===== config.mk =====
export PLATFORM = sky130hd
export DESIGN_NAME = chien_search_p16
export DESIGN_NICKNAME = d
export VERILOG_FILES = /design/src/rtl/bch_gf13_pkg.sv /design/src/rtl/chien_sum_tree.sv /design/src/rtl/chien_search_p16.sv
export SDC_FILE = /design/constraint.sdc
export NUM_CORES = 1
export LEC_CHECK = 0
export CORE_AREA = 5 5 755 757
export DETAILED_ROUTE_END_ITERATION = 10
export DIE_AREA = 0 0 760 762
export MAX_ROUTING_LAYER = met4
export SYNTH_ARGS = -nofsm -noshare
export SYNTH_HDL_FRONTEND = slang
export SYNTH_HIERARCHICAL = 1
export SYNTH_SLANG_ARGS = --single-unit

===== constraint.sdc =====
create_clock -name clk -period 2 [get_ports clk]
set_input_delay 0.6 -clock clk [delete_from_list [all_inputs] [get_ports clk]]
set_output_delay 0.6 -clock clk [all_outputs]
set_load 0.05 [all_outputs]

===== src/rtl/bch_gf13_pkg.sv =====
// Shared GF(2^13) BCH decoder definitions: field/code constants, element
// type, Chien search state encoding and flag-word payload.
package bch_gf13_pkg;

   localparam int unsigned M        = 13;
   localparam int unsigned P        = 16;
   localparam int unsigned CODE_LEN = 8191;
   localparam int unsigned NUM_BLK  = 512;
   localparam int unsigned BLK_W    = 9;
   localparam int unsigned CNT_W    = 14;
   localparam int unsigned POS_W    = 14;
   localparam int unsigned PC_W     = 5;

   typedef logic [M-1:0] gf13_t;

   typedef enum logic [1:0] {
      IDLE  = 2'd0,
      RUN   = 2'd1,
      DRAIN = 2'd2
   } chien_state_t;

   // One output word of the Chien search: root flags for 16 positions.
   typedef struct packed {
      logic [P-1:0]     flags;
      logic [BLK_W-1:0] blk_idx;
      logic             last;
   } chien_word_t;

   // Number of set flags in a word.
   function automatic logic [PC_W-1:0] popcount_p(input logic [P-1:0] v);
      logic [PC_W-1:0] n;
      n = '0;
      for (int i = 0; i < P; i++) n = n + PC_W'(v[i]);
      return n;
   endfunction

endpackage


===== src/rtl/chien_sum_tree.sv =====
// XOR-reduces Lambda0 with the T column products of one evaluation point and
// flags a locator root (sum == 0).
//   lam0_i  : Lambda0
//   prod_i  : T products, product j at [j*M +: M]
//   zero_c  : combinational root flag
module chien_sum_tree
   import bch_gf13_pkg::*;
#(
   parameter int unsigned T = 8
) (
   input  logic [M-1:0]   lam0_i,
   input  logic [T*M-1:0] prod_i,
   output logic           zero_c
);

   logic [M-1:0] sum;

   always_comb begin
      sum = lam0_i;
      for (int j = 0; j < T; j++) sum = sum ^ prod_i[j*M +: M];
      zero_c = (sum == '0);
   end

endmodule


===== src/rtl/chien_search_p16.sv =====
// 16-way parallel Chien search over GF(2^13). Holds Lambda1..LambdaT, drives
// them to external constant-multiplier columns, sums the returned products
// into 16 locator evaluations per cycle and emits one root-flag word per
// accepted cycle (512 words per codeword).
// Ports:
//   clk, rst_n                 clock, async active-low reset
//   lam_valid_i/lam_ready_o    locator load handshake (lam0_i, lam_i, deg_i)
//   coef_o                     coefficient registers to the multiplier columns
//   col_prod_i                 column products, col j prod k at ((j-1)*P+(k-1))*M
//   err_valid_o/err_ready_i    flag-word handshake
//   err_flags_o, blk_idx_o, err_last_o   flag word payload
//   root_cnt_o, fail_o         degree check results
// Optional feature macro: CHIEN_DEG_CHECK_EN (root count vs. degree check);
// without it root_cnt_o and fail_o are tied to zero.
module chien_search_p16
   import bch_gf13_pkg::*;
#(
   parameter int unsigned T = 8
) (
   input  logic             clk,
   input  logic             rst_n,
   input  logic             lam_valid_i,
   output logic             lam_ready_o,
   input  logic [M-1:0]     lam0_i,
   input  logic [T*M-1:0]   lam_i,
   input  logic [3:0]       deg_i,
   output logic [T*M-1:0]   coef_o,
   input  logic [T*P*M-1:0] col_prod_i,
   output logic             err_valid_o,
   input  logic             err_ready_i,
   output logic [P-1:0]     err_flags_o,
   output logic [BLK_W-1:0] blk_idx_o,
   output logic             err_last_o,
   output logic [CNT_W-1:0] root_cnt_o,
   output logic             fail_o
);

   chien_state_t     state_q, state_d;
   logic             lam_ready_q, lam_ready_d;
   logic             err_valid_q, err_valid_d;
   chien_word_t      word_q, word_d;
   logic [T*M-1:0]   coef_q, coef_d, coef_next_c;
   logic [M-1:0]     lam0_q, lam0_d;
   logic [BLK_W-1:0] c_q, c_d;
   logic [P-1:0]     root_c, flags_c;
   logic [POS_W-1:0] pos_c;
   logic             adv_c, accept_c;
   logic             load_c;

   // Per-position sum trees; column j product k regrouped by evaluation point.
   for (genvar k = 0; k < P; k++) begin : g_sum
      logic [T*M-1:0] prods;
      for (genvar j = 0; j < T; j++) begin : g_col
         assign prods[j*M +: M] = col_prod_i[(j*P+k)*M +: M];
      end
      chien_sum_tree #(.T(T)) u_sum (
         .lam0_i (lam0_q),
         .prod_i (prods),
         .zero_c (root_c[k])
      );
   end

   // The 16th product of each column is Lambda_j * alpha^(16j): next block's coefficient.
   for (genvar j = 0; j < T; j++) begin : g_next
      assign coef_next_c[j*M +: M] = col_prod_i[(j*P+P-1)*M +: M];
   end

   // Mask positions beyond the code length (only bit 15 of the last block).
   always_comb begin
      flags_c = '0;
      pos_c   = '0;
      for (int k = 0; k < P; k++) begin
         pos_c      = POS_W'(c_q) * POS_W'(P) + POS_W'(k+1);
         flags_c[k] = root_c[k] && (pos_c <= POS_W'(CODE_LEN));
      end
   end

   assign adv_c    = !err_valid_q || err_ready_i;
   assign accept_c = err_valid_q && err_ready_i;
   assign load_c   = (state_q == IDLE) && lam_valid_i;

   // Next-state and datapath control.
   always_comb begin
      state_d     = state_q;
      lam_ready_d = lam_ready_q;
      err_valid_d = err_valid_q;
      word_d      = word_q;
      coef_d      = coef_q;
      lam0_d      = lam0_q;
      c_d         = c_q;
      case (state_q)
         IDLE: begin
            lam_ready_d = 1'b1;
            if (lam_valid_i) begin
               coef_d      = lam_i;
               lam0_d      = lam0_i;
               c_d         = '0;
               lam_ready_d = 1'b0;
               state_d     = RUN;
            end
         end
         RUN: begin
            if (adv_c) begin
               word_d.flags   = flags_c;
               word_d.blk_idx = c_q;
               word_d.last    = (c_q == BLK_W'(NUM_BLK-1));
               err_valid_d    = 1'b1;
               coef_d         = coef_next_c;
               if (c_q == BLK_W'(NUM_BLK-1)) state_d = DRAIN;
               else                          c_d     = c_q + 1'b1;
            end
         end
         DRAIN: begin
            if (accept_c) begin
               err_valid_d = 1'b0;
               lam_ready_d = 1'b1;
               state_d     = IDLE;
            end
         end
         default: begin
            state_d     = IDLE;
            lam_ready_d = 1'b1;
            err_valid_d = 1'b0;
         end
      endcase
   end

   always_ff @(posedge clk or negedge rst_n) begin
      if (!rst_n) begin
         state_q     <= IDLE;
         lam_ready_q <= 1'b1;
         err_valid_q <= 1'b0;
         word_q      <= '0;
         coef_q      <= '0;
         lam0_q      <= '0;
         c_q         <= '0;
      end else begin
         state_q     <= state_d;
         lam_ready_q <= lam_ready_d;
         err_valid_q <= err_valid_d;
         word_q      <= word_d;
         coef_q      <= coef_d;
         lam0_q      <= lam0_d;
         c_q         <= c_d;
      end
   end

   assign lam_ready_o = lam_ready_q;
   assign err_valid_o = err_valid_q;
   assign err_flags_o = word_q.flags;
   assign blk_idx_o   = word_q.blk_idx;
   assign err_last_o  = word_q.last;
   assign coef_o      = coef_q;

`ifdef CHIEN_DEG_CHECK_EN
   logic [3:0]       deg_q, deg_d;
   logic [CNT_W-1:0] root_cnt_q, root_cnt_d;
   logic             fail_q, fail_d;

   // Accumulate roots over accepted words; compare with degree on the last one.
   always_comb begin
      deg_d      = deg_q;
      root_cnt_d = root_cnt_q;
      fail_d     = fail_q;
      if (load_c) begin
         deg_d      = deg_i;
         root_cnt_d = '0;
         fail_d     = 1'b0;
      end else if (accept_c) begin
         root_cnt_d = root_cnt_q + CNT_W'(popcount_p(word_q.flags));
         if (word_q.last) fail_d = (root_cnt_d != CNT_W'(deg_q));
      end
   end

   always_ff @(posedge clk or negedge rst_n) begin
      if (!rst_n) begin
         deg_q      <= '0;
         root_cnt_q <= '0;
         fail_q     <= 1'b0;
      end else begin
         deg_q      <= deg_d;
         root_cnt_q <= root_cnt_d;
         fail_q     <= fail_d;
      end
   end

   assign root_cnt_o = root_cnt_q;
   assign fail_o     = fail_q;
`else
   logic unused_deg;
   assign unused_deg = ^{deg_i, load_c};
   assign root_cnt_o = '0;
   assign fail_o     = 1'b0;
`endif

endmodule


==> flow_summary.json, run 1 <==
{
  "layout-drive-gt1-share": 0.2200,
  "ys_ff_latch": 156,
  "drv_slew": 0,
  "fin_nets": 6571,
  "criticalPathCategory": "reg2reg",
  "post-route-period-util": 1.259,
  "die_h_um": 762,
  "worstReg2RegEnd": "err_flags_o[11]",
  "placed_area_mm2": 0.05769,
  "cts_root_buffer": "clkbuf_16",
  "endpoint": "err_flags_o[11]",
  "yosysSeqAreaShare": 0.1677,
  "final_area_mm2": 0.06140,
  "synth_top_area_cell": "xnor2_1",
  "grt_max_degree": 69,
  "synthMuxAreaShare": 0.04563,
  "synthArstFlopShare": 1.000,
  "path_clk_slew_ns": 0.18,
  "rsz0062_at_grt": "true",
  "core_area_mm2": 0.5629,
  "fillers": 64790,
  "fin_hold_ws_ns": 0.4857,
  "crit_path_max_incr_delay_ns": 0.55,
  "synth_xor_area_frac": 0.6707,
  "vdd_ir_drop_max_mv": 0.7118,
  "min_period_ns": 2.517,
  "hold_class": "reg2reg",
  "setup_violations": 16,
  "rrSetupSlack_ns": -0.52,
  "worstMarginPinSlew_ns": 0.6334,
  "synth_top_family_by_area": "XOR/XNOR gates",
  "die_area_mm2": 0.5791,
  "synth_top_cells_by_count": "832 x xnor2_1, 416 x xor2_1, 236 x nand2_1, 208 x xnor3_1, 155 x dfrtp_1",
  "leakagePower_nw": 23.46,
  "crit_path_frequent_cell": "nand2_1",
  "synthTopCellsByArea": "xnor2_1 31%, xnor3_1 20%, dfrtp_1 17%, xor2_1 16%, mux2i_1 4.5%",
  "synth_compound_area_frac": 0.02977,
  "drc": 0,
  "yosysTopAreaCellShare": 0.3130,
  "synth_flop_cell": "dfrtp_1",
  "clock_skew_ns": 0.09081,
  "totalWireLength_um": 428400,
  "synth_most_common_cell": "xnor2_1",
  "grt_pass1_vias": 29610,
  "multi_input_area_mm2": 0.02096,
  "crit_arrival_ns": 3.14,
  "cp-end-kind": "flip-flop",
  "synth-simple-area-share": 0.06664,
  "syn_area_mm2": 0.02328,
  "finalHoldViolCount": 0,
  "post-dp-hpwl_um": 406400,
  "drtAntennaViolNets": 0,
  "timing.rr.start": "lam0_q[2]",
  "grt_overflow": 0,
  "htree_levels": 4,
  "cp.depth": 10,
  "dr.pass1.iters": 5,
  "maxSlewHeadroom": 0.5747,
  "numClockSinks": 156,
  "crit_chain": "buf_12 -> buf_8 -> xor2_4 -> buf_6 -> xnor2_2 -> xnor2_1 -> nand4_1 -> nor4_4 -> nand2_1 -> nand2_1",
  "yosys_warnings": 6,
  "fmax_mhz": 397.2,
  "p_per_area_mw_per_mm2": 516.5,
  "num_vias": 29040,
  "die_w_um": 760,
  "outcome": "finished, violations left",
  "startpoint": "lam0_q[2]",
  "reg2reg_depth": 10,
  "synth-edff-count": 0,
  "vias_per_cell": 2.314,
  "synthCells": 2245,
  "cts_tree": "yes",
  "syn_area_per_cell_um2": 10.37,
  "critPathBufInv": 3,
  "drtIter0Drc": 1967,
  "failed_checks": "setup timing",
  "cpLargestDelayFamily": "simple AND/OR/NAND/NOR gates",
  "rows": 276,
  "synth-adder-area-share": 0.001075,
  "path_max_fanout": 3,
  "io_pins": 1936,
  "slowest_stage": "nor4_4",
  "routedWlPerCell_um": 34.13,
  "crit_required_ns": 2.62,
  "clk_path_buf_depth": 3,
  "grt_usage": 0.1466,
  "drv_cap": 0,
  "ys_types": 44,
  "clock_latency_ns": 0.66,
  "start_kind": "flip-flop",
  "portBuffers": 1916,
  "ff_latch_area_mm2": 0.003959,
  "finalWeightedCongestion": 1.027,
  "syn2layout_area_growth_pct": 163.7,
  "antenna_found_initial": 477,
  "cts_buffers": 21,
  "fin_ws_ns": -0.5174,
  "start_util": 0.04136,
  "grt_first_pass_wirelength_um": 491900
}
how the worst min path moves through the flow:
| stage | startpoint | endpoint | slack, ns | depth (start not counted) |
|---|---|---|---|---|
| after global placement | coef_o[78] | coef_o[78] | 0.46 | 2 |
| final | coef_o[68] | coef_o[68] | 0.49 | 2 |
| after global routing | col_prod_i[819] | coef_o[39] | 0.46 | 3 |
| after floorplan | rst_n | blk_idx_o[0] | 0.30 | 0 |
| after detailed placement | blk_idx_o[4] | blk_idx_o[4] | 0.47 | 2 |
| after CTS | rst_n | coef_o[87] | 0.47 | 2 |
stage by stage:
stage / TNS, ns / cells / total power, W / util / worst slack [ns]
after floorplan: 0 / 2259 / 0.01236 / - / 0.01136
after global placement: -50.78 / 12240 / 0.02613 / 0.1025 / -1.659
after detailed placement: -54.60 / 12240 / 0.02607 / 0.1025 / -1.709
after CTS: -5.454 / 12290 / 0.03230 / 0.1065 / -0.5705
after global routing: -6.401 / 12500 / 0.03335 / 0.1089 / -0.5764
final: -4.953 / 12550 / 0.03172 / 0.1091 / -0.5174
cells in the final DEF (no fill, tap or decap), drive strengths merged, types with 35 or more instances in the layout:
cell type         n
mux2i           105
xnor2           832
nand4            35
clkdlybuf4s50  1764
diode           254
buf             773
o21ai           115
xnor3           208
xor2            416
nand2           236
dfrtp           155
what timing repair did:
item | 4_1_cts | 5_1_grt
cloned | 1 | 0
buffers inserted | 25 | 16
hold buffers | 1 | 0
resized for setup | 217 | 123
setup endpoints to repair | 27 | 23
pin swaps | 96 | 100
endpoints found under the hold margin | 19 | 0
worst min-delay path, delay by kind of cell, from the launching register on:
family / cells / cell delay [ns]
compound gates: 1 / 0.06
flops: 1 / 0.35
simple gates: 1 / 0.05
area by class of cell:
type,count,share of cell area
timing repair buffer,2559,0.4187
inverter,3,0.0001834
tap,7506,0.1529
antenna,254,0.01035
multi-input combinational,2039,0.3413
clock inverter,11,0.003199
sequential,156,0.06447
clock buffer,22,0.008782
registers in the layout, indices dropped and copies added, names as in the netlist:
| name | flops |
|---|---|
| coef_o | 104 |
| err_flags_o | 16 |
| lam0_q | 13 |
| blk_idx_o | 9 |
| c_q | 9 |
| state_q | 2 |
| err_last_o | 1 |
| err_valid_o | 1 |
| lam_ready_o | 1 |
where the power goes:
part           internal, W  switching, W
sequential         0.00351      0.000316
combinational       0.0120        0.0109
clock              0.00264       0.00235
layer usage:
layer	up-vias	GRT usage	routed length (um)
met2	2216	0.2324	192200
met3	594	0.06980	52030
li1	12660	-	-
met5	-	-	0
met1	13560	0.1690	171900
met4	0	0.02734	12220
cells by family after synthesis:
kind of cell,Yosys count
XOR/XNOR,1456
flip-flops,156
AO/OA/AOI/OAI,132
multiplexers,106
AND/OR/NAND/NOR,328
other,1
buffers and inverters,64
adder cells (fa/ha/maj),2
No activity file was read; power rests on OpenSTA's default activity.
==> run 2: changes to the inputs <==
Settings changed: CELL_PAD_IN_SITES_DETAIL_PLACEMENT set to 1, CELL_PAD_IN_SITES_GLOBAL_PLACEMENT set to 1, CORE_AREA 5 5 755 757 to 5 5 746 748, DIE_AREA 0 0 760 762 to 0 0 751 753, PLACE_DENSITY_LB_ADDON set to 0.1.
==> run 2 against run 1 <==
The flow still finishes with violations (setup timing). Worst setup slack lost 0.099 ns. Combinational power shrank 7%. Highest routed layer unchanged. Sequential power is essentially flat. Total power shrank 6.3%. Largest cell class unchanged. Via count shrank 3.9%. Core utilization grew 0.15 points. Hold slack gained 0.0036 ns. Cell count shrank 1.7%. Die area shrank 2.4%. Critical path type unchanged.
==> flow_summary.json, run 2 (synthesized netlist as in run 1, its figures left out) <==
{
  "outcome": "finished, violations left",
  "failed_checks": "setup timing",
  "grt_pass1_vias": 30710,
  "grt_first_pass_wirelength_um": 455700,
  "leakagePower_nw": 23.34,
  "setup_violations": 16,
  "layout_commonest_cell": "clkdlybuf4s50_1",
  "fin_tns_setup_ns": -6.614,
  "path_clk_slew_ns": 0.11,
  "drtAntennaViolNets": 0,
  "syn2layout_area_growth_pct": 161.2,
  "clk_path_buf_depth": 3,
  "io_pins": 1936,
  "finalWeightedCongestion": 0.8517,
  "num_vias": 27920,
  "portBuffers": 1916,
  "drv_slew": 0,
  "grt_usage": 0.1361,
  "rsz0062_at_grt": "true",
  "path_max_fanout": 8,
  "fin_nets": 6626,
  "ff_latch_area_mm2": 0.003956,
  "antenna_found_initial": 447,
  "hold_class": "in2async",
  "routedWlPerCell_um": 31.52,
  "startpoint": "lam0_q[4]",
  "met3_length_um": 47200,
  "cts_root_buffer": "clkbuf_16",
  "post-route-period-util": 1.308,
  "fin_cells": 12340,
  "cp-end-kind": "flip-flop",
  "die_h_um": 753,
  "dr.pass1.iters": 5,
  "die_w_um": 751,
  "drc": 0,
  "min_period_ns": 2.616,
  "p_per_area_mw_per_mm2": 488.8,
  "met1Wirelength_um": 149700,
  "worstReg2RegEnd": "err_flags_o[14]",
  "start_util": 0.04234,
  "fin_hold_ws_ns": 0.4893,
  "timing.rr.start": "lam0_q[4]",
  "maxSlewHeadroom": 0.5351,
  "layout-drive-gt1-share": 0.2221,
  "clock_latency_ns": 0.59,
  "reg2reg_depth": 9,
  "rows": 273,
  "crit_required_ns": 2.49,
  "finalHoldViolCount": 0,
  "core_area_mm2": 0.5499,
  "drv_cap": 0,
  "worstMarginPinSlew_ns": 0.6923,
  "rrSetupSlack_ns": -0.62,
  "crit_arrival_ns": 3.11,
  "htree_levels": 4,
  "fmax_mhz": 382.3,
  "start_kind": "flip-flop",
  "largest_reg_flops": 104,
  "dr_wl_met2_um": 187900,
  "drtIter0Drc": 844,
  "routed.top_layer": "met4",
  "vias_per_cell": 2.262,
  "die_area_mm2": 0.5655,
  "layout_common_cells": "1,774 x clkdlybuf4s50_1, 769 x xnor2_1, 668 x buf_4",
  "numClockSinks": 156,
  "totalWireLength_um": 389000,
  "power_w": 0.02973,
  "multi_input_area_mm2": 0.02064,
  "grt_max_degree": 31,
  "grt_overflow": 0,
  "fillers": 64430,
  "cts_tree": "yes",
  "criticalPathCategory": "reg2reg",
  "fin_ws_ns": -0.6159,
  "dp.cells": 12070,
  "post-dp-hpwl_um": 367500,
  "vdd_ir_drop_max_mv": 0.4098,
  "cts_buffers": 21,
  "clock_skew_ns": 0.05080
}
run 2: worst max path at each step:
stage | to | slack, ns | cells past startpoint
floorplan | c_q[0] | 0.01 | 9
global placement | err_flags_o[13] | -1.93 | 9
detailed placement | err_flags_o[13] | -1.89 | 9
CTS | err_flags_o[14] | -0.60 | 10
global route | err_flags_o[14] | -0.67 | 9
finish | err_flags_o[14] | -0.62 | 9
run 2: worst max-delay path, stage by stage (launching register included):
cell      delay, ns
dfrtp_4        0.57
buf_16         0.20
xor2_2         0.25
xnor2_1        0.15
buf_4          0.15
xnor2_2        0.15
nand4_1        0.21
nor4_4         0.43
o311ai_1       0.16
nand2_1        0.08
run 2: report_power, final:
| group | leakage, nW | internal (W) | switching (W) |
|---|---|---|---|
| Clock | 0.321 | 0.00224 | 0.00232 |
| Combinational | 21.1 | 0.0114 | 0.00991 |
| Sequential | 1.92 | 0.00351 | 0.000331 |
| Total | 23.3 | 0.0172 | 0.0126 |
run 2: per-stage QoR:
stage            util  setup WS, ns  cell area (um2)
3_5_place_dp   0.1047        -1.893            57580
5_1_grt        0.1105       -0.6650            60780
3_3_place_gp   0.1047        -1.933            57580
6_report       0.1106       -0.6159            60810
2_1_floorplan       -       0.01136            23340
4_1_cts        0.1084       -0.6047            59610
run 2: repair_timing:
action / 4_1_cts / 5_1_grt
pin swaps: 84 / 68
hold endpoints to repair: 19 / 0
setup endpoints to repair: 31 / 22
cloned: 1 / 0
hold buffers: 1 / 0
gates resized for setup: 172 / 96
setup buffers: 20 / 14
run 2: cell type report:
type,instances,area share
repair buffers,2613,0.4261
multi-input cells,2040,0.3393
well taps,7287,0.1499
flip-flops and latches,156,0.06506
clock buffers,23,0.008929
diodes,210,0.008641
clock inverters,10,0.001790
inverters,3,0.0002263
run 2: layer usage:
metal | up-vias | global-route usage
met4 | 0 | 0.006713
met1 | 13080 | 0.1453
met2 | 1693 | 0.2333
li1 | 12720 | -
met3 | 429 | 0.07174
met5 | - | -
==> run 3: changes to the inputs <==
Settings changed: SLEW_MARGIN set to 20.
==> run 3 against run 2 <==
The run still ends with setup timing left. Critical path depth unchanged. Global-route usage hardly changed. Worst setup slack improved by 0.067 ns. Clock power grew 10%. Largest power group unchanged. Highest routed layer unchanged. Hold slack improved by 0.0031 ns. Wire length increased by 0.15%.
==> flow_summary.json, run 3 (synthesized netlist as in run 1, its figures left out) <==
{
  "outcome": "finished, violations left",
  "failed_checks": "setup timing",
  "core_area_mm2": 0.5499,
  "min_period_ns": 2.549,
  "dr.pass1.iters": 5,
  "die_area_mm2": 0.5655,
  "met1_usage": 0.1448,
  "cts_tree": "yes",
  "drtIter0Drc": 846,
  "multi_input_area_mm2": 0.02069,
  "drtAntennaViolNets": 0,
  "drc": 0,
  "vias_per_cell": 2.259,
  "pre_cts_ws_ns": -1.750,
  "fin_ws_ns": -0.5494,
  "power_w": 0.03032,
  "die_w_um": 751,
  "finalWeightedCongestion": 0.8517,
  "leakagePower_nw": 23.46,
  "timing.rr.start": "lam0_q[4]",
  "routedWlPerCell_um": 31.56,
  "rsz0062_at_grt": "true",
  "syn2layout_area_growth_pct": 162.4,
  "numClockSinks": 156,
  "htree_levels": 4,
  "clock_latency_ns": 0.59,
  "totalWireLength_um": 389600,
  "maxSlewHeadroom": 0.5311,
  "io_pins": 1936,
  "worstMarginPinSlew_ns": 0.6983,
  "ff_latch_area_mm2": 0.003956,
  "fin_cells": 12340,
  "worstReg2RegEnd": "err_flags_o[2]",
  "layout_commonest_cell": "clkdlybuf4s50_1",
  "grt_overflow": 0,
  "rrSetupSlack_ns": -0.55,
  "finalHoldViolCount": 0,
  "slowest_stage": "clkdlybuf4s50_1",
  "grt_usage": 0.1363,
  "setup_violations": 16,
  "crit_arrival_ns": 3.04,
  "start_kind": "input port",
  "grt_max_degree": 31,
  "path_max_fanout": 1,
  "post-dp-hpwl_um": 367500,
  "cp-end-kind": "flip-flop",
  "grt_first_pass_wirelength_um": 456400,
  "layout-drive-gt1-share": 0.2229,
  "grtUsageMet3": 0.07355,
  "clock_skew_ns": 0.05319,
  "drv_cap": 0,
  "dp.cells": 12070,
  "crit_chain": "clkdlybuf4s50_1 -> xor2_4 -> buf_4 -> xnor3_1 -> xnor2_1 -> nand4_1 -> nor4_4 -> o311ai_1 -> nand2_1",
  "vdd_ir_drop_max_mv": 0.4130,
  "start_util": 0.04234,
  "post-route-period-util": 1.275,
  "path_clk_slew_ns": 0.10,
  "portBuffers": 1916,
  "crit_required_ns": 2.49,
  "hold_class": "in2async",
  "fin_hold_ws_ns": 0.4924,
  "grtUsageMet2": 0.2330,
  "reg2reg_depth": 9,
  "p_per_area_mw_per_mm2": 496.4,
  "largest_reg_flops": 104,
  "drv_slew": 0,
  "grt_pass1_vias": 30650,
  "crit_path_max_incr_delay_ns": 0.57,
  "num_vias": 27880,
  "criticalPathCategory": "in2reg",
  "fin_nets": 6635,
  "clk_path_buf_depth": 3,
  "busiest_layer": "met2",
  "fillers": 64310,
  "rows": 273,
  "die_h_um": 753,
  "fmax_mhz": 392.3,
  "antenna_found_initial": 441,
  "cts_buffers": 21,
  "cts_root_buffer": "clkbuf_16",
  "layout_common_cells": "1,773 x clkdlybuf4s50_1, 768 x xnor2_1, 666 x buf_4"
}
run 3: what timing repair did:
action / CTS / global route
resized for setup: 187 / 99
pin swaps: 90 / 93
buffers inserted: 31 / 13
cloned: 1 / 0
setup endpoints to repair: 34 / 20
endpoints found under the hold margin: 19 / 0
hold buffers: 1 / 0
run 3: worst max-delay path, delay by kind of cell:
| kind | cells | cell delay [ns] |
|---|---|---|
| simple gates | 3 | 0.65 |
| compound gates | 1 | 0.16 |
| buf+inv | 2 | 0.78 |
| xor+xnor | 3 | 0.84 |
run 3: layout make-up:
type | instances | area share
Clock buffer | 24 | 0.009279
Clock inverter | 9 | 0.002909
Tap cell | 7287 | 0.1493
Antenna cell | 203 | 0.008316
Timing Repair Buffer | 2622 | 0.4265
Inverter | 3 | 0.0002253
Multi-Input combinational cell | 2040 | 0.3388
Sequential cell | 156 | 0.06477
run 3: power by group:
part / internal, W / switching (W)
Combinational: 0.0115 / 0.00995
Clock: 0.00270 / 0.00234
Sequential: 0.00351 / 0.000315
Total: 0.0177 / 0.0126
run 3: stage by stage:
| step | cell area (um2) | utilization | setup TNS [ns] |
|---|---|---|---|
| after global placement | 57580 | 0.1047 | -61.38 |
| after detailed placement | 57580 | 0.1047 | -57.22 |
| final | 61090 | 0.1111 | -7.075 |
| after CTS | 59860 | 0.1089 | -7.339 |
| after floorplan | 23340 | - | 0 |
| after global routing | 61070 | 0.1110 | -8.343 |
run 3: routing by layer:
layer,up-vias,part of all wire
li1,12730,-
met2,1690,0.48
met5,-,0
met3,425,0.12
met1,13040,0.38
met4,0,0.011
run 3: worst max path at each step:
stage	from	end	slack, ns	cells after the start
after global routing	lam0_q[1]	err_flags_o[0]	-0.68	11
final	col_prod_i[808]	err_flags_o[14]	-0.55	9
after global placement	col_prod_i[591]	err_flags_o[13]	-1.93	9
after detailed placement	col_prod_i[817]	err_flags_o[14]	-1.75	10
after floorplan	c_q[0]	c_q[0]	0.01	9
after CTS	lam0_q[1]	err_flags_o[0]	-0.63	11
